`config.mk`:
```
export PLATFORM = sky130hd
export DESIGN_NAME = fsic_io_serdes_tx
export DESIGN_NICKNAME = d
export VERILOG_FILES = /design/src/rtl/fsic_io_serdes_tx.sv
export SDC_FILE = /design/constraint.sdc
export NUM_CORES = 1
export LEC_CHECK = 0
export ABC_CLOCK_PERIOD_IN_PS = 7250
export CAP_MARGIN = 15
export CORE_MARGIN = 2
export CORE_UTILIZATION = 48
export CTS_CLUSTER_DIAMETER = 200
export DETAILED_ROUTE_END_ITERATION = 16
export PLACE_DENSITY = 0.72
export REMOVE_ABC_BUFFERS = 1
export SLEW_MARGIN = 20
export SYNTH_ARGS = -nofsm -noshare
export SYNTH_HDL_FRONTEND = slang
export SYNTH_SLANG_ARGS = --single-unit
```
`constraint.sdc`:
```
create_clock -name ioclk -period 7.25 [get_ports ioclk]
set_input_delay 1.0875 -clock ioclk [delete_from_list [all_inputs] [get_ports ioclk]]
set_output_delay 1.0875 -clock ioclk [all_outputs]
set_load 0.01 [all_outputs]
```
`src/rtl/fsic_io_serdes_tx.sv`:
```
// ---------------------------------------------------------------------------
// fsic_io_serdes_tx
//
// Per-lane transmit serializer for the FSIC IO SERDES. Parallel words enter
// through a valid/ready handshake into a small TX FIFO and are shifted out
// LSB-first on one serial lane, one bit per ioclk. A free-running word-phase
// counter (tx_phase) frames the words so the matching receiver can find the
// word boundaries. When the FIFO runs dry an all-zero idle word is sent
// instead and counted in underflow_cnt.
//
// Ports:
//   ioclk            in   serial bit clock (the only clock)
//   axis_rst_n       in   asynchronous active-low reset
//   txen             in   transmit enable; dropping it aborts the current word
//   flush            in   synchronous FIFO clear, wins over push and pop
//   in_valid         in   parallel word valid
//   in_data          in   parallel word, bit 0 is sent first
//   in_ready         out  FIFO has room for a word
//   serial_data_out  out  serial lane bit
//   tx_phase         out  bit index currently on serial_data_out
//   word_start       out  high while bit 0 of a word is on the lane
//   fifo_level       out  current FIFO occupancy
//   underflow_cnt    out  number of idle words inserted, saturates at 255
// ---------------------------------------------------------------------------
module fsic_io_serdes_tx #(
  parameter int pCLK_RATIO    = 4,
  parameter int pTxFIFO_DEPTH = 4
) (
  input  logic                             ioclk,
  input  logic                             axis_rst_n,
  input  logic                             txen,
  input  logic                             flush,
  input  logic                             in_valid,
  input  logic [pCLK_RATIO-1:0]            in_data,
  output logic                             in_ready,
  output logic                             serial_data_out,
  output logic [$clog2(pCLK_RATIO)-1:0]    tx_phase,
  output logic                             word_start,
  output logic [$clog2(pTxFIFO_DEPTH):0]   fifo_level,
  output logic [7:0]                       underflow_cnt
);

  localparam int PW = $clog2(pCLK_RATIO);
  localparam int AW = $clog2(pTxFIFO_DEPTH);
  localparam int LW = AW + 1;

  localparam logic [PW-1:0] LastPhase = PW'(pCLK_RATIO - 1);
  localparam logic [LW-1:0] FullLevel = LW'(pTxFIFO_DEPTH);

  typedef enum logic {
    STOP = 1'b0,
    RUN  = 1'b1
  } state_e;

  // Serializer state
  state_e                  state_q, state_d;
  logic [PW-1:0]           phase_q, phase_d;
  logic [pCLK_RATIO-1:0]   shift_q, shift_d;
  logic [7:0]              ucnt_q,  ucnt_d;

  // FIFO state
  logic [pCLK_RATIO-1:0]   fifoMem [pTxFIFO_DEPTH];
  logic [AW-1:0]           wrPtr_q, wrPtr_d;
  logic [AW-1:0]           rdPtr_q, rdPtr_d;
  logic [LW-1:0]           level_q, level_d;

  // Handshake / control strobes
  logic                    fifoEmpty;
  logic                    pushEn;
  logic                    popEn;
  logic                    loadEdge;
  logic [pCLK_RATIO-1:0]   headWord;

  assign fifoEmpty = (level_q == '0);
  assign headWord  = fifoMem[rdPtr_q];

  // in_ready comes straight from the registered level, so a full FIFO refuses
  // a push even when the serializer pops in the same cycle. Flush also
  // swallows any push offered alongside it.
  assign in_ready = (level_q != FullLevel);
  assign pushEn   = in_valid && in_ready && !flush;

  // ---------------------------------------------------------------------------
  // Serializer next-state logic. A word boundary ("load edge") happens on the
  // STOP->RUN edge and on every RUN edge where the phase counter is at its
  // last value. At a load edge the FIFO head is taken if there is one,
  // otherwise an all-zero idle word goes out and the underflow counter bumps.
  // A load edge coinciding with flush cannot pop, so it sends an idle word.
  // ---------------------------------------------------------------------------
  always_comb begin
    state_d  = state_q;
    phase_d  = phase_q;
    shift_d  = shift_q;
    ucnt_d   = ucnt_q;
    loadEdge = 1'b0;
    popEn    = 1'b0;

    case (state_q)
      STOP: begin
        phase_d = LastPhase;
        shift_d = '0;
        if (txen) begin
          state_d  = RUN;
          loadEdge = 1'b1;
        end
      end
      RUN: begin
        if (!txen) begin
          // Abort: the in-flight word is dropped, FIFO contents stay put
          state_d = STOP;
          phase_d = LastPhase;
          shift_d = '0;
        end else begin
          phase_d = phase_q + PW'(1);
          if (phase_q == LastPhase) begin
            loadEdge = 1'b1;
          end else begin
            shift_d = shift_q >> 1;
          end
        end
      end
      default: begin
        state_d = STOP;
        phase_d = LastPhase;
        shift_d = '0;
      end
    endcase

    if (loadEdge) begin
      phase_d = '0;
      if (!fifoEmpty && !flush) begin
        shift_d = headWord;
        popEn   = 1'b1;
      end else begin
        shift_d = '0;
        if (ucnt_q != 8'hFF) begin
          ucnt_d = ucnt_q + 8'd1;
        end
      end
    end
  end

  // ---------------------------------------------------------------------------
  // FIFO pointer and level update. Depth is a power of two, so the pointers
  // wrap naturally on overflow of their AW-bit width.
  // ---------------------------------------------------------------------------
  always_comb begin
    wrPtr_d = wrPtr_q;
    rdPtr_d = rdPtr_q;
    level_d = level_q;

    if (flush) begin
      wrPtr_d = '0;
      rdPtr_d = '0;
      level_d = '0;
    end else begin
      if (pushEn) begin
        wrPtr_d = wrPtr_q + AW'(1);
      end
      if (popEn) begin
        rdPtr_d = rdPtr_q + AW'(1);
      end
      if (pushEn && !popEn) begin
        level_d = level_q + LW'(1);
      end else if (popEn && !pushEn) begin
        level_d = level_q - LW'(1);
      end
    end
  end

  // FIFO storage; contents need no reset because the level gates every read
  always_ff @(posedge ioclk) begin
    if (pushEn) begin
      fifoMem[wrPtr_q] <= in_data;
    end
  end

  // State registers with asynchronous clear
  always_ff @(posedge ioclk or negedge axis_rst_n) begin
    if (!axis_rst_n) begin
      state_q <= STOP;
      phase_q <= LastPhase;
      shift_q <= '0;
      ucnt_q  <= '0;
      wrPtr_q <= '0;
      rdPtr_q <= '0;
      level_q <= '0;
    end else begin
      state_q <= state_d;
      phase_q <= phase_d;
      shift_q <= shift_d;
      ucnt_q  <= ucnt_d;
      wrPtr_q <= wrPtr_d;
      rdPtr_q <= rdPtr_d;
      level_q <= level_d;
    end
  end

  // The lane bit is the registered shift LSB; in STOP the register is zero
  assign serial_data_out = shift_q[0];
  assign tx_phase        = phase_q;
  assign word_start      = (state_q == RUN) && (phase_q == '0);
  assign fifo_level      = level_q;
  assign underflow_cnt   = ucnt_q;

endmodule

```
Yosys cells after proc, flatten, opt, wreduce, memory -nomap -nowiden:

Memory sizes are Yosys's and may differ from the RTL's.
Index checks and enable logic that the tools add are counted.

* add/subtract/negate cells: 6
* multipliers: 0
* bitwise logic cells: 2
* $lt $le $gt $ge: 0
* eq/ne operators: 4
* multiplexer cells: 23
* shifts and indexed selects: 0
* reduce and logical (&&, ||, !) cells: 16
* div/mod/pow operators: 0

Operators by type and width (count)
* 4-bit 2-to-1 mux: 4
* 2-bit 2-to-1 mux: 6
* 3-bit 2-to-1 mux: 3
* 8-bit by 1-bit adder with 8-bit output (second input constant): 1
* 8-bit != test (second input constant): 1
* 4-bit case mux with 2 select lines: 1
* 1-bit 2-to-1 mux: 7
* 2-bit by 1-bit adder with 2-bit output (second input constant): 3
* 1-bit logical AND: 6
* 1-bit zero test: 4
* 4-bit != test (second input constant): 1
* 2-bit case mux with 2 select lines: 1
* 2-bit nonzero test: 2
* 3-bit by 1-bit adder with 3-bit output (second input constant): 1
* 3-bit zero test: 1
* 3-bit != test (second input constant): 1
* 3-bit AND reduction: 1
* 3-bit nonzero test: 1
* 3-bit by 1-bit subtractor with 3-bit output (second input constant): 1
* 2-bit == test (second input constant): 1
* 2-bit zero test: 1
* 1-bit inverter: 2
* 1-bit case mux with 2 select lines: 1

* memories: 1
* memory bits (read-only): 0
* latch bits: 0
* bits in registers: 22
* word-level logic and storage cells: 59
* memory bits (writable): 16
* input bits: 9
* output and inout port bits: 16

Memory list
* fifoMem: depth 4, width 4, rd ports 1, clocked after memory_dff 0, write ports 1, RTL line 62 `logic [pCLK_RATIO-1:0] fifoMem [pTxFIFO_DEPTH];`

Depth between registers and ports, before layout:

Gate-level depths: netlist of the first run.

* depth in word-level cells: 9
* depth in mapped cells: 10
* gate-level depth less buffers: 9

Worst setup path after synthesis of the first run:

Ideal clock, no wire load.

* path type: in2reg
* start: in flush
* end: reg level_q[2], in the netlist fifo_level[2]
* setup slack: 4.556 ns
* arrival time: 2.617 ns
* path buffers: 1
* stages: 8
* cells stage by stage: clkbuf_1 > nor2_1 > and2_1 > fa_1 > nor2b_1 > a311oi_1 > a311o_1 > a21oi_1

* cells in the longest elaborated chain, start to end: 8
* elaborated cells on any way between the ends: 12
* those cells by class: mux: 4; reduce/logical: 8

RTL lines
* from (decl): RTL line 32 `input logic flush,`
* 1-bit zero test: RTL line 81, 131
* 1-bit logical AND: RTL line 131 `if (!fifoEmpty && !flush) begin`
* 1-bit 2-to-1 mux: RTL line 131
* 1-bit 2-to-1 mux: RTL line 129 `if (loadEdge) begin`
* 1-bit zero test: RTL line 163 `if (pushEn && !popEn) begin`
* 1-bit logical AND: RTL line 163
* 3-bit 2-to-1 mux: RTL line 163
* 3-bit 2-to-1 mux: RTL line 152 `if (flush) begin`
* to (signal assigned): RTL line 195 `level_q <= level_d;`
* to (decl): RTL line 65 `logic [LW-1:0] level_q, level_d;`

Parallel ways exist; a longest one is shown, timed or not.
A chain may end at the register's enable or synchronous reset.

Worst setup path after layout of the first run:

* start: in txen
* end: reg level_q[2], in the netlist fifo_level[2]

* cells in the longest elaborated chain, start to end: 7
* elaborated cells on any way between the ends: 10
* those cells by class: mux: 6; reduce/logical: 4

RTL lines
* from (decl): RTL line 31 `input logic txen,`
* 1-bit 2-to-1 mux, on equally long branches: RTL line 108, 102
* 1-bit case mux with 2 select lines *: RTL line 98 `case (state_q)`
* 1-bit 2-to-1 mux *: RTL line 129
* 1-bit zero test: RTL line 163
* 1-bit logical AND: RTL line 163
* 3-bit 2-to-1 mux: RTL line 163
* 3-bit 2-to-1 mux: RTL line 152

Mark *: on every way between the ends. The rest lies on a longest branch, timed or not.

==> results of run 1 <==
-- worst register-to-register path, cell delays in order, from the launching register on --
cell and delay, ns:
dfstp_2 0.56, ha_1 0.17, nand2b_1 0.32, nand3_2 0.19
and2_1 0.22, fa_1 0.46, nor2b_1 0.15, a311oi_1 0.07
a311o_1 0.35, a21oi_1 0.12
-- sequential cells by signal (all words and copies together) (netlist names) --
register,count
shift_q,4
underflow_cnt,8
state_q,1
tx_phase,2
rdPtr_q,2
fifoMem,16
wrPtr_q,2
fifo_level,3
-- final cells by class --
class,count,area [µm²]
tap,48,60.1
sequential,38,1030
multi-input combinational,87,701
clock buffer,5,68.8
timing repair buffer,24,235
fill,292,1410
clock inverter,3,68.8
inverter,7,26.3
-- stage by stage --
step | cell area (µm²) | util (%) | total power, mW | cells
after floorplan | 1760 | - | 0.448 | 132
after global placement | 2060 | 57.1 | 0.536 | 204
after detailed placement | 2060 | 57.1 | 0.547 | 204
after CTS | 2200 | 61.0 | 0.761 | 212
after global routing | 2190 | 60.8 | 0.803 | 212
final | 2190 | 60.8 | 0.754 | 212
-- final timing paths --
kind / to / start / cells past startpoint
min in group asynchronous: shift_q[1] / axis_rst_n / 1
worst min-delay path: underflow_cnt[7] / underflow_cnt[7] / 1
max in group asynchronous: tx_phase[0] / axis_rst_n / 1
worst min register to register: underflow_cnt[7] / underflow_cnt[7] / 1
worst max-delay path: fifo_level[2] / txen / 8
worst max register to register: fifo_level[2] / tx_phase[0] / 9
-- placed cells by master (no fill, tap or decap), types with 2 or more instances in the layout --
| master | n |
|---|---|
| clkdlybuf4s50_1 | 23 |
| nor2_1 | 12 |
| nor3_1 | 4 |
| nand3_1 | 4 |
| clkbuf_8 | 5 |
| mux2_1 | 2 |
| a21oi_1 | 2 |
| inv_1 | 7 |
| bufinv_16 | 2 |
| nor2b_1 | 5 |
| dfrtp_1 | 20 |
| mux4_2 | 4 |
| nand2_1 | 5 |
| ha_1 | 7 |
| nand4_1 | 3 |
| xor2_1 | 8 |
| mux2_2 | 2 |
| edfxtp_1 | 16 |
| and2_1 | 6 |
| dfstp_2 | 2 |
| nor3b_1 | 2 |
| xnor2_1 | 2 |
| a22oi_1 | 3 |
| o21ai_0 | 2 |
-- cell families (layout without fill, tap and decap cells) --
logic type	after synthesis	count (layout)
AND/OR/NAND/NOR	48	48
AO/OA/AOI/OAI	13	13
multiplexers	8	8
buffers and inverters	11	39
flip-flops	38	38
XOR/XNOR	10	10
adder cells (fa/ha/maj)	8	8
-- cell usage after synthesis, types with 3 or more instances --
library cell and instances:
nor2_1 12, nand4_1 3, dfrtp_1 20, ha_1 7
nor2b_1 5, nand2_1 5, edfxtp_1 16, mux4_2 4
nor3_1 4, a22oi_1 3, xor2_1 8, nand3_1 4
and2_1 6, inv_1 7
-- power by group through the flow --
stage	logic [mW]	clock network (mW)	registers, mW
global placement	0.225	0	0.311
finish	0.231	0.212	0.311
CTS	0.234	0.217	0.311
detailed placement	0.233	0	0.315
floorplan	0.131	0	0.317
global route	0.257	0.225	0.320
-- routing by layer --
layer | GRT usage (%) | vias to the layer above | part of all wire, %
li1 | - | 540 | -
met1 | 21.5 | 550 | 45
met2 | 27.4 | 26 | 48
met3 | 6.08 | 8 | 4.4
met4 | 7.18 | 0 | 2.3
met5 | 0 | - | 0
==> metrics.md, run 1 <==
| Metric | Value |
|---|---|
| Clock share of power | `about 28%` |
| Main combinational cell family by area after synthesis | `simple AND/OR/NAND/NOR gates` |
| Synth Flop Type | `dfrtp_1` |
| Ys async rst share | `between 50% and 60%` |
| H-tree levels | `2` |
| Post-Synth Adder-Cell Area | `6.05%` |
| CTS tree | `done` |
| Cts hold-fix bufs | `0` |
| Skew final | `0.000895 ns` |
| Post-Syn Area | `between 1500 and 2000 µm²` |
| Multiplexer share of the synthesized area | `7.60%` |
| CP Data Required Time | `roughly 7.5 ns` |
| Dominant cells by area after synthesis | `dfrtp_1, edfxtp_1, mux4_2` |
| Setup bufs post-CTS | `0` |
| Post-route setup slack | `slightly above 4 ns` |
| Actual slew at the worst max-slew pin | `slightly below 0.5 ns` |
| Pin count of the biggest net entering global routing | `23` |
| Unrepaired setup endpoints after global routing | `false` |
| Pwr Density | `approximately 340 nW/µm²` |
| Antenna-violating nets left | `0` |
| Clock period minus worst slack | `roughly 3.2 ns` |
| Synth cell types | `38` |
| Post-route DRC | `0` |
| Setup violators final | `0` |
| Crit path capture type | `flip-flop` |
| DPL Wire Length | `~2300 µm` |
| DRT Pass-1 Iters | `4` |
| Row count | `22` |
| Area Growth Syn to Fin | `23.4%` |
| Setup total negative slack | `0 ns` |
| Cells after synthesis | `roughly 140` |
| WL final | `a little over 3000 µm` |
| Max Freq | `between 300 and 400 MHz` |
| Final Cycle Share | `44.3%` |
| Core ar. | `3610 µm²` |
| Internal power | `0.526 mW` |
| Port Buffers | `24` |
| Number of warnings issued by yosys | `0` |
| Sequential power share | `between 40 and 50%` |
| Xor/xnor share of the synthesized area | `4.93%` |
| Crit path largest cell delay | `0.77 ns` |
| Dpl ws | `3.76 ns` |
| Max-slew violation count | `0` |
| Routability cong. | `~0.72` |
| Drt first-iter violations | `66` |
| Status | `complete, no violations` |
| #FFs+latches synth | `38` |
| Critical path class | `in -> reg` |
| Vias in the first global route | `between 1k and 1.5k` |
| CTS clk-pin slew, worst paths | `0.07 ns` |
| Lkg Pwr | `between 0.8 and 0.9 nW` |
| Net switching power figure | `0.228 mW` |
| ANT cells | `0` |
| Avg WL per Cell | `14.7 µm` |
| Nets | `180` |
| Post-synth top area share | `approximately 28%` |
| Overflow after GRT | `0` |
| Post-synth EDFFs | `16` |
| Die height | `between 60 and 70 µm` |
| Via density per instance | `between 5 and 6` |
| Combinational share of power | `between 30% and 40%` |
| CTS Buf Count | `5` |
| WP buf/inv | `1` |
| First-pass GRT wire length | `~5300 µm` |
| Clock latency at the later pin of the worst-skew pair | `about 0.29 ns` |
| Register area share after synthesis | `58.1%` |
| Compound-Gate Fraction of Synth Area | `5.63%` |
| CTS Buffer Depth | `2` |
| Post-Syn Area per Cell | `roughly 13 µm²` |
| Synth Area in Simple Gates | `15.2%` |
| CTS sink cnt | `38` |
| Critical Path, Cell by Cell | `clkdlybuf4s50_1 > nand3_2 > and2_1 > fa_1 > nor2b_1 > a311oi_1 > a311o_1 > a21oi_1` |
| Root buf cell | `clkbuf_8` |
| Worst Hold Margin | `just over 0.5 ns` |
| Post-CTS Resized | `0` |
| Chip width | `between 60 and 70 µm` |
| Routed vias | `around 1.1k` |
| Critical Path AT | `between 3 and 4 ns` |
| Share of cells above drive strength 1 | `13.4%` |
| Crit-path slowest cell | `clkdlybuf4s50_1` |
| Slew margin rel. | `between 60% and 70%` |
| Reg2reg setup slack | `approximately 4.6 ns` |
| Hold Crit Class | `reg -> reg` |
| Switching share of power | `a little under a third` |
| Global-route usage over all layers | `between 10% and 20%` |
| Worst-path fanout max | `13` |
| Max-Cap Viols | `0` |
| Full die area | `4210 µm²` |
| Startpoint Class | `primary input` |
| Io pins | `25` |
| Top Family by Delay on Critical Path | `buffers and inverters` |
| Hold Fails Final Rpt | `0` |
| Worst vdd ir | `0.204 mV` |
| Synth area leader | `dfrtp_1` |
| Initial antenna violation count | `0` |
| Initial Utilization | `between 40 and 50%` |
(Power assumes the default switching activity.)
==> run 2: changes to the inputs <==
ABC_CLOCK_PERIOD_IN_PS = 3250   (was 7250)
clock period = 3.25 ns   (was 7.25 ns; I/O delays follow)
==> metrics.md, run 2 (same netlist as run 1, synthesis figures left out) <==
| Metric | Value |
|---|---|
| Final Cell Area | `around 2200 µm²` |
| Hold Crit Class | `in -> async` |
| Status | `complete, no violations` |
| Setup total negative slack | `0 ns` |
| Max reg flops | `16` |
| Crit path largest cell delay | `about 0.57 ns` |
| CTS Buf Count | `5` |
| Worst vdd ir | `between 0.4 and 0.5 mV` |
| Hold Fails Final Rpt | `0` |
| Antenna-violating nets left | `0` |
| Critical Path, Cell by Cell | `ha_1 > nand2b_1 > nand3_2 > and2_1 > fa_1 > nor2b_1 > a311oi_1 > a311o_1 > a21oi_1` |
| Io pins | `25` |
| Via density per instance | `between 5 and 6` |
| Top Family by Delay on Critical Path | `simple AND/OR/NAND/NOR gates` |
| Most flop-heavy register | `fifoMem` |
| Max Freq | `379 MHz` |
| CTS sink cnt | `38` |
| Pwr Density | `between 700 and 800 nW/µm²` |
| Routability cong. | `between 0.7 and 0.8` |
| CTS Buffer Depth | `2` |
| Startpoint Class | `flip-flop` |
| Max-slew violation count | `0` |
| Max-Cap Viols | `0` |
| Crit-path slowest cell | `dfstp_2` |
| CTS tree | `done` |
| Reg area | `between 1000 and 1500 µm²` |
| Pin count of the biggest net entering global routing | `23` |
| DPL Wire Length | `approximately 2200 µm` |
| Overflow after GRT | `0` |
| Core ar. | `between 3000 and 4000 µm²` |
| H-tree levels | `2` |
| Post-route DRC | `0` |
| Actual slew at the worst max-slew pin | `roughly 0.48 ns` |
| Row count | `22` |
| Clock period minus worst slack | `around 2.6 ns` |
| Setup violators final | `0` |
| Dpl cells | `around 210` |
| Nets | `~180` |
| Skew final | `0.00871 ns` |
| WL final | `3020 µm` |
| Commonest non-fill, non-tap cell in the layout | `clkdlybuf4s50_1` |
| Filler instances | `between 200 and 300` |
| Chip width | `roughly 65 µm` |
| Slew margin rel. | `slightly below 70%` |
| CTS clk-pin slew, worst paths | `0.07 ns` |
| DRT Pass-1 Iters | `4` |
| ANT cells | `0` |
| DP Area | `slightly above 2000 µm²` |
| Avg WL per Cell | `~14 µm` |
| Vias in the first global route | `between 1k and 1.5k` |
| Routed vias | `around 1.2k` |
| Post-CTS Resized | `0` |
| CP Data Required Time | `between 3 and 4 ns` |
| Initial Utilization | `49.3%` |
| First-pass GRT wire length | `5260 µm` |
| Final Cycle Share | `between 80% and 90%` |
| Post-Layout Cell Count | `between 200 and 250` |
| Global-route usage over all layers | `16.9%` |
| Port Buffers | `24` |
| Share of cells above drive strength 1 | `~14%` |
| Crit path capture type | `flip-flop` |
| Worst-path fanout max | `8` |
| Die height | `around 65 µm` |
| Setup bufs post-CTS | `0` |
| Area of the multi-input gates | `approximately 700 µm²` |
| Root buf cell | `clkbuf_8` |
| WP buf/inv | `0` |
| Drt first-iter violations | `69` |
| Clock latency at the later pin of the worst-skew pair | `~0.29 ns` |
| Area Growth Syn to Fin | `24.2%` |
| Critical Path AT | `between 2 and 3 ns` |
| Lkg Pwr | `around 0.89 nW` |
| Critical path class | `reg -> reg` |
| Initial antenna violation count | `0` |
| Cts hold-fix bufs | `0` |
| Unrepaired setup endpoints after global routing | `false` |
| Most frequent cells in the layout | `clkdlybuf4s50_1, dfrtp_1, edfxtp_1, nor2_1, xor2_1` |
| Full die area | `4210 µm²` |
[run 2: cell count changes in the layout (fill, tap and decap cells not counted)]
cell / before / now
buf_4: 0 / 2
[run 2: per-stage QoR]
step | hold WS (ns) | worst slack [ns] | power [mW] | util [%]
after global routing | 0.185 | 0.435 | 1.79 | 61.2
after floorplan | 0.192 | 0.882 | 1.00 | -
after detailed placement | 0.488 | 0.686 | 1.22 | 57.6
after CTS | 0.499 | 0.620 | 1.70 | 61.4
after global placement | 0.484 | 0.799 | 1.20 | 57.6
final | 0.148 | 0.610 | 1.68 | 61.2
[run 2: cell type report]
class / count / area share, %
Multi-Input combinational cell: 87 / 31.7
Sequential cell: 38 / 46.8
Tap cell: 48 / 2.72
Clock inverter: 3 / 3.12
Clock buffer: 5 / 3.12
Timing Repair Buffer: 26 / 11.3
Inverter: 7 / 1.19
[run 2: final timing paths]
kind                                       start               end  slack, ns  depth (start not counted)
worst max-delay path                 tx_phase[0]     fifo_level[2]       0.61                          9
worst min-delay path                  axis_rst_n        shift_q[3]       0.15                          1
worst max register to register       tx_phase[0]     fifo_level[2]       0.61                          9
worst min register to register  underflow_cnt[7]  underflow_cnt[7]       0.50                          1
max in group asynchronous             axis_rst_n       tx_phase[0]       2.75                          1
min in group ioclk              underflow_cnt[7]  underflow_cnt[7]       0.50                          1
[run 2: report_power, final]
part	total [mW]	internal [mW]	switching [mW]
combinational	0.518	0.281	0.237
clock	0.470	0.307	0.162
sequential	0.693	0.587	0.105
total	1.68	1.18	0.505
[run 2: layer usage]
layer / track usage (%) / vias to the layer above / routed length (µm)
li1: - / 543 / -
met1: 22.8 / 578 / 1350
met2: 25.4 / 35 / 1460
met3: 5.73 / 5 / 165
met4: 6.38 / 0 / 46
met5: 0 / - / 0
==> run 3: changes to the inputs <==
ABC_CLOCK_PERIOD_IN_PS = 2400   (was 3250)
PLACE_DENSITY = 0.74   (was 0.72)
clock period = 2.4 ns   (was 3.25 ns; I/O delays follow)
==> metrics.md, run 3 (same netlist as run 1, synthesis figures left out) <==
| Metric | Value |
|---|---|
| Antenna-violating nets left | `0` |
| Grt met1 use | `24.0%` |
| Share of cells above drive strength 1 | `between 10% and 20%` |
| Avg WL per Cell | `14.1 µm` |
| Full die area | `~4200 µm²` |
| Setup violators final | `0` |
| Chip width | `around 65 µm` |
| Critical Path AT | `roughly 2.5 ns` |
| Core ar. | `3610 µm²` |
| CTS Buf Count | `5` |
| H-tree levels | `2` |
| Post-Layout Cell Count | `approximately 220` |
| CTS Buffer Depth | `2` |
| Lkg Pwr | `around 0.9 nW` |
| Max-slew violation count | `0` |
| Initial antenna violation count | `0` |
| First-pass GRT wire length | `about 5500 µm` |
| Hold Crit Class | `in -> async` |
| Setup total negative slack | `0 ns` |
| Internal power | `between 1.5 and 2 mW` |
| Post-route setup slack | `0.145 ns` |
| Most frequent cells in the layout | `clkdlybuf4s50_1, dfrtp_1, edfxtp_1, nor2_1, buf_4` |
| Startpoint Class | `flip-flop` |
| Dpl cells | `about 210` |
| WL final | `3120 µm` |
| DRT Pass-1 Iters | `4` |
| Grt met3 use | `5.21%` |
| Routed vias | `around 1.2k` |
| Row count | `22` |
| Drt first-iter violations | `70` |
| Worst vdd ir | `roughly 0.58 mV` |
| Switching share of power | `a little under a third` |
| Cts hold-fix bufs | `0` |
| Pwr Density | `a little under 1000 nW/µm²` |
| Pin count of the biggest net entering global routing | `23` |
| Worst-path fanout max | `7` |
| M2 GR Usage | `27.3%` |
| Port Buffers | `24` |
| Nets | `roughly 190` |
| Gr busiest metal | `met2` |
| CTS tree | `done` |
| DPL Wire Length | `2390 µm` |
| Max-Cap Viols | `0` |
| Combinational share of power | `around a third` |
| Setup bufs post-CTS | `0` |
| Hold Fails Final Rpt | `0` |
| Global-route usage over all layers | `between 10% and 20%` |
| Critical path class | `reg -> reg` |
| Max reg flops | `16` |
| Post-route DRC | `0` |
| Commonest non-fill, non-tap cell in the layout | `clkdlybuf4s50_1` |
| Slew margin rel. | `between 70% and 80%` |
| Net switching power figure | `roughly 0.70 mW` |
| Routability cong. | `between 0.7 and 0.8` |
| Worst Hold Margin | `0.420 ns` |
| Skew final | `0.00761 ns` |
| Status | `complete, no violations` |
| Io pins | `25` |
| Clock period minus worst slack | `2.26 ns` |
| Via density per instance | `approximately 5.3` |
| Sequential power share | `41.1%` |
| Vias in the first global route | `approximately 1.2k` |
| CP Data Required Time | `2.62 ns` |
| Area Growth Syn to Fin | `26.3%` |
| Die height | `64.9 µm` |
| Final Total Pwr | `between 2 and 2.5 mW` |
| CTS sink cnt | `38` |
| Filler instances | `about 280` |
| ANT cells | `0` |
| CTS clk-pin slew, worst paths | `0.08 ns` |
| Actual slew at the worst max-slew pin | `roughly 0.37 ns` |
| Root buf cell | `clkbuf_8` |
| Clock latency at the later pin of the worst-skew pair | `between 0.2 and 0.3 ns` |
| Max Freq | `about 440 MHz` |
| Crit path capture type | `flip-flop` |
| Most flop-heavy register | `fifoMem` |
| Unrepaired setup endpoints after global routing | `false` |
| Initial Utilization | `49.3%` |
| Dpl ws | `roughly 0.062 ns` |
| Overflow after GRT | `0` |
| Clock share of power | `roughly a quarter` |
| Final Cycle Share | `a little over nine tenths` |
[run 3: metrics by stage]
step / cell area (µm²) / utilization (%)
global route: 2250 / 62.3
finish: 2250 / 62.3
detailed placement: 2130 / 59.0
floorplan: 1760 / -
global placement: 2130 / 59.0
CTS: 2240 / 62.2
[run 3: area by class of cell]
class	instances	area, µm²	area share, %
clock buffers	5	68.8	3.06
clock inverters	3	45.0	2.01
inverters	7	26.3	1.17
multi-input cells	87	703	31.3
flip-flops and latches	38	1030	46.1
well taps	48	60.1	2.67
repair buffers	33	308	13.7
[run 3: worst paths after layout]
check / start / cells past startpoint / slack [ns] / endpoint
max: fifo_level[2] / 9 / 0.14 / fifo_level[2]
min: axis_rst_n / 2 / 0.42 / shift_q[0]
max reg2reg: fifo_level[2] / 9 / 0.14 / fifo_level[2]
min reg2reg: underflow_cnt[7] / 1 / 0.51 / underflow_cnt[7]
max in group asynchronous: axis_rst_n / 2 / 1.70 / tx_phase[1]
min in group ioclk: underflow_cnt[7] / 1 / 0.51 / underflow_cnt[7]
[run 3: critical path, cell delays in order, from the launching register on]
cell      delay [ns]
dfrtp_2         0.43
or3b_4          0.43
nand2_4         0.10
nor2_1          0.05
and2_1          0.14
fa_2            0.38
nor2b_1         0.14
a311oi_1        0.07
a311o_1         0.33
a21oi_1         0.11
[run 3: power groups by stage]
| stage | logic [mW] | clock network (mW) | registers, mW |
|---|---|---|---|
| final | 0.783 | 0.528 | 0.914 |
| after global routing | 0.870 | 0.580 | 0.934 |
| after CTS | 0.782 | 0.539 | 0.913 |
| after detailed placement | 0.777 | 0 | 0.927 |
| after global placement | 0.750 | 0 | 0.917 |
| after floorplan | 0.397 | 0 | 0.957 |
[run 3: what timing repair did]
| item | CTS | global route |
|---|---|---|
| resized for setup | 0 | 2 |
| hold endpoints to repair | 0 | 0 |
| endpoints found under the setup margin | 0 | 1 |
[run 3: layer usage]
layer  part of all wire (%)  wire (µm)  up-vias
li1                       -          -      561
met1                     44       1370      577
met2                     50       1570       24
met3                    3.6        112        7
met4                    1.9         60        0
met5                      0          0        -
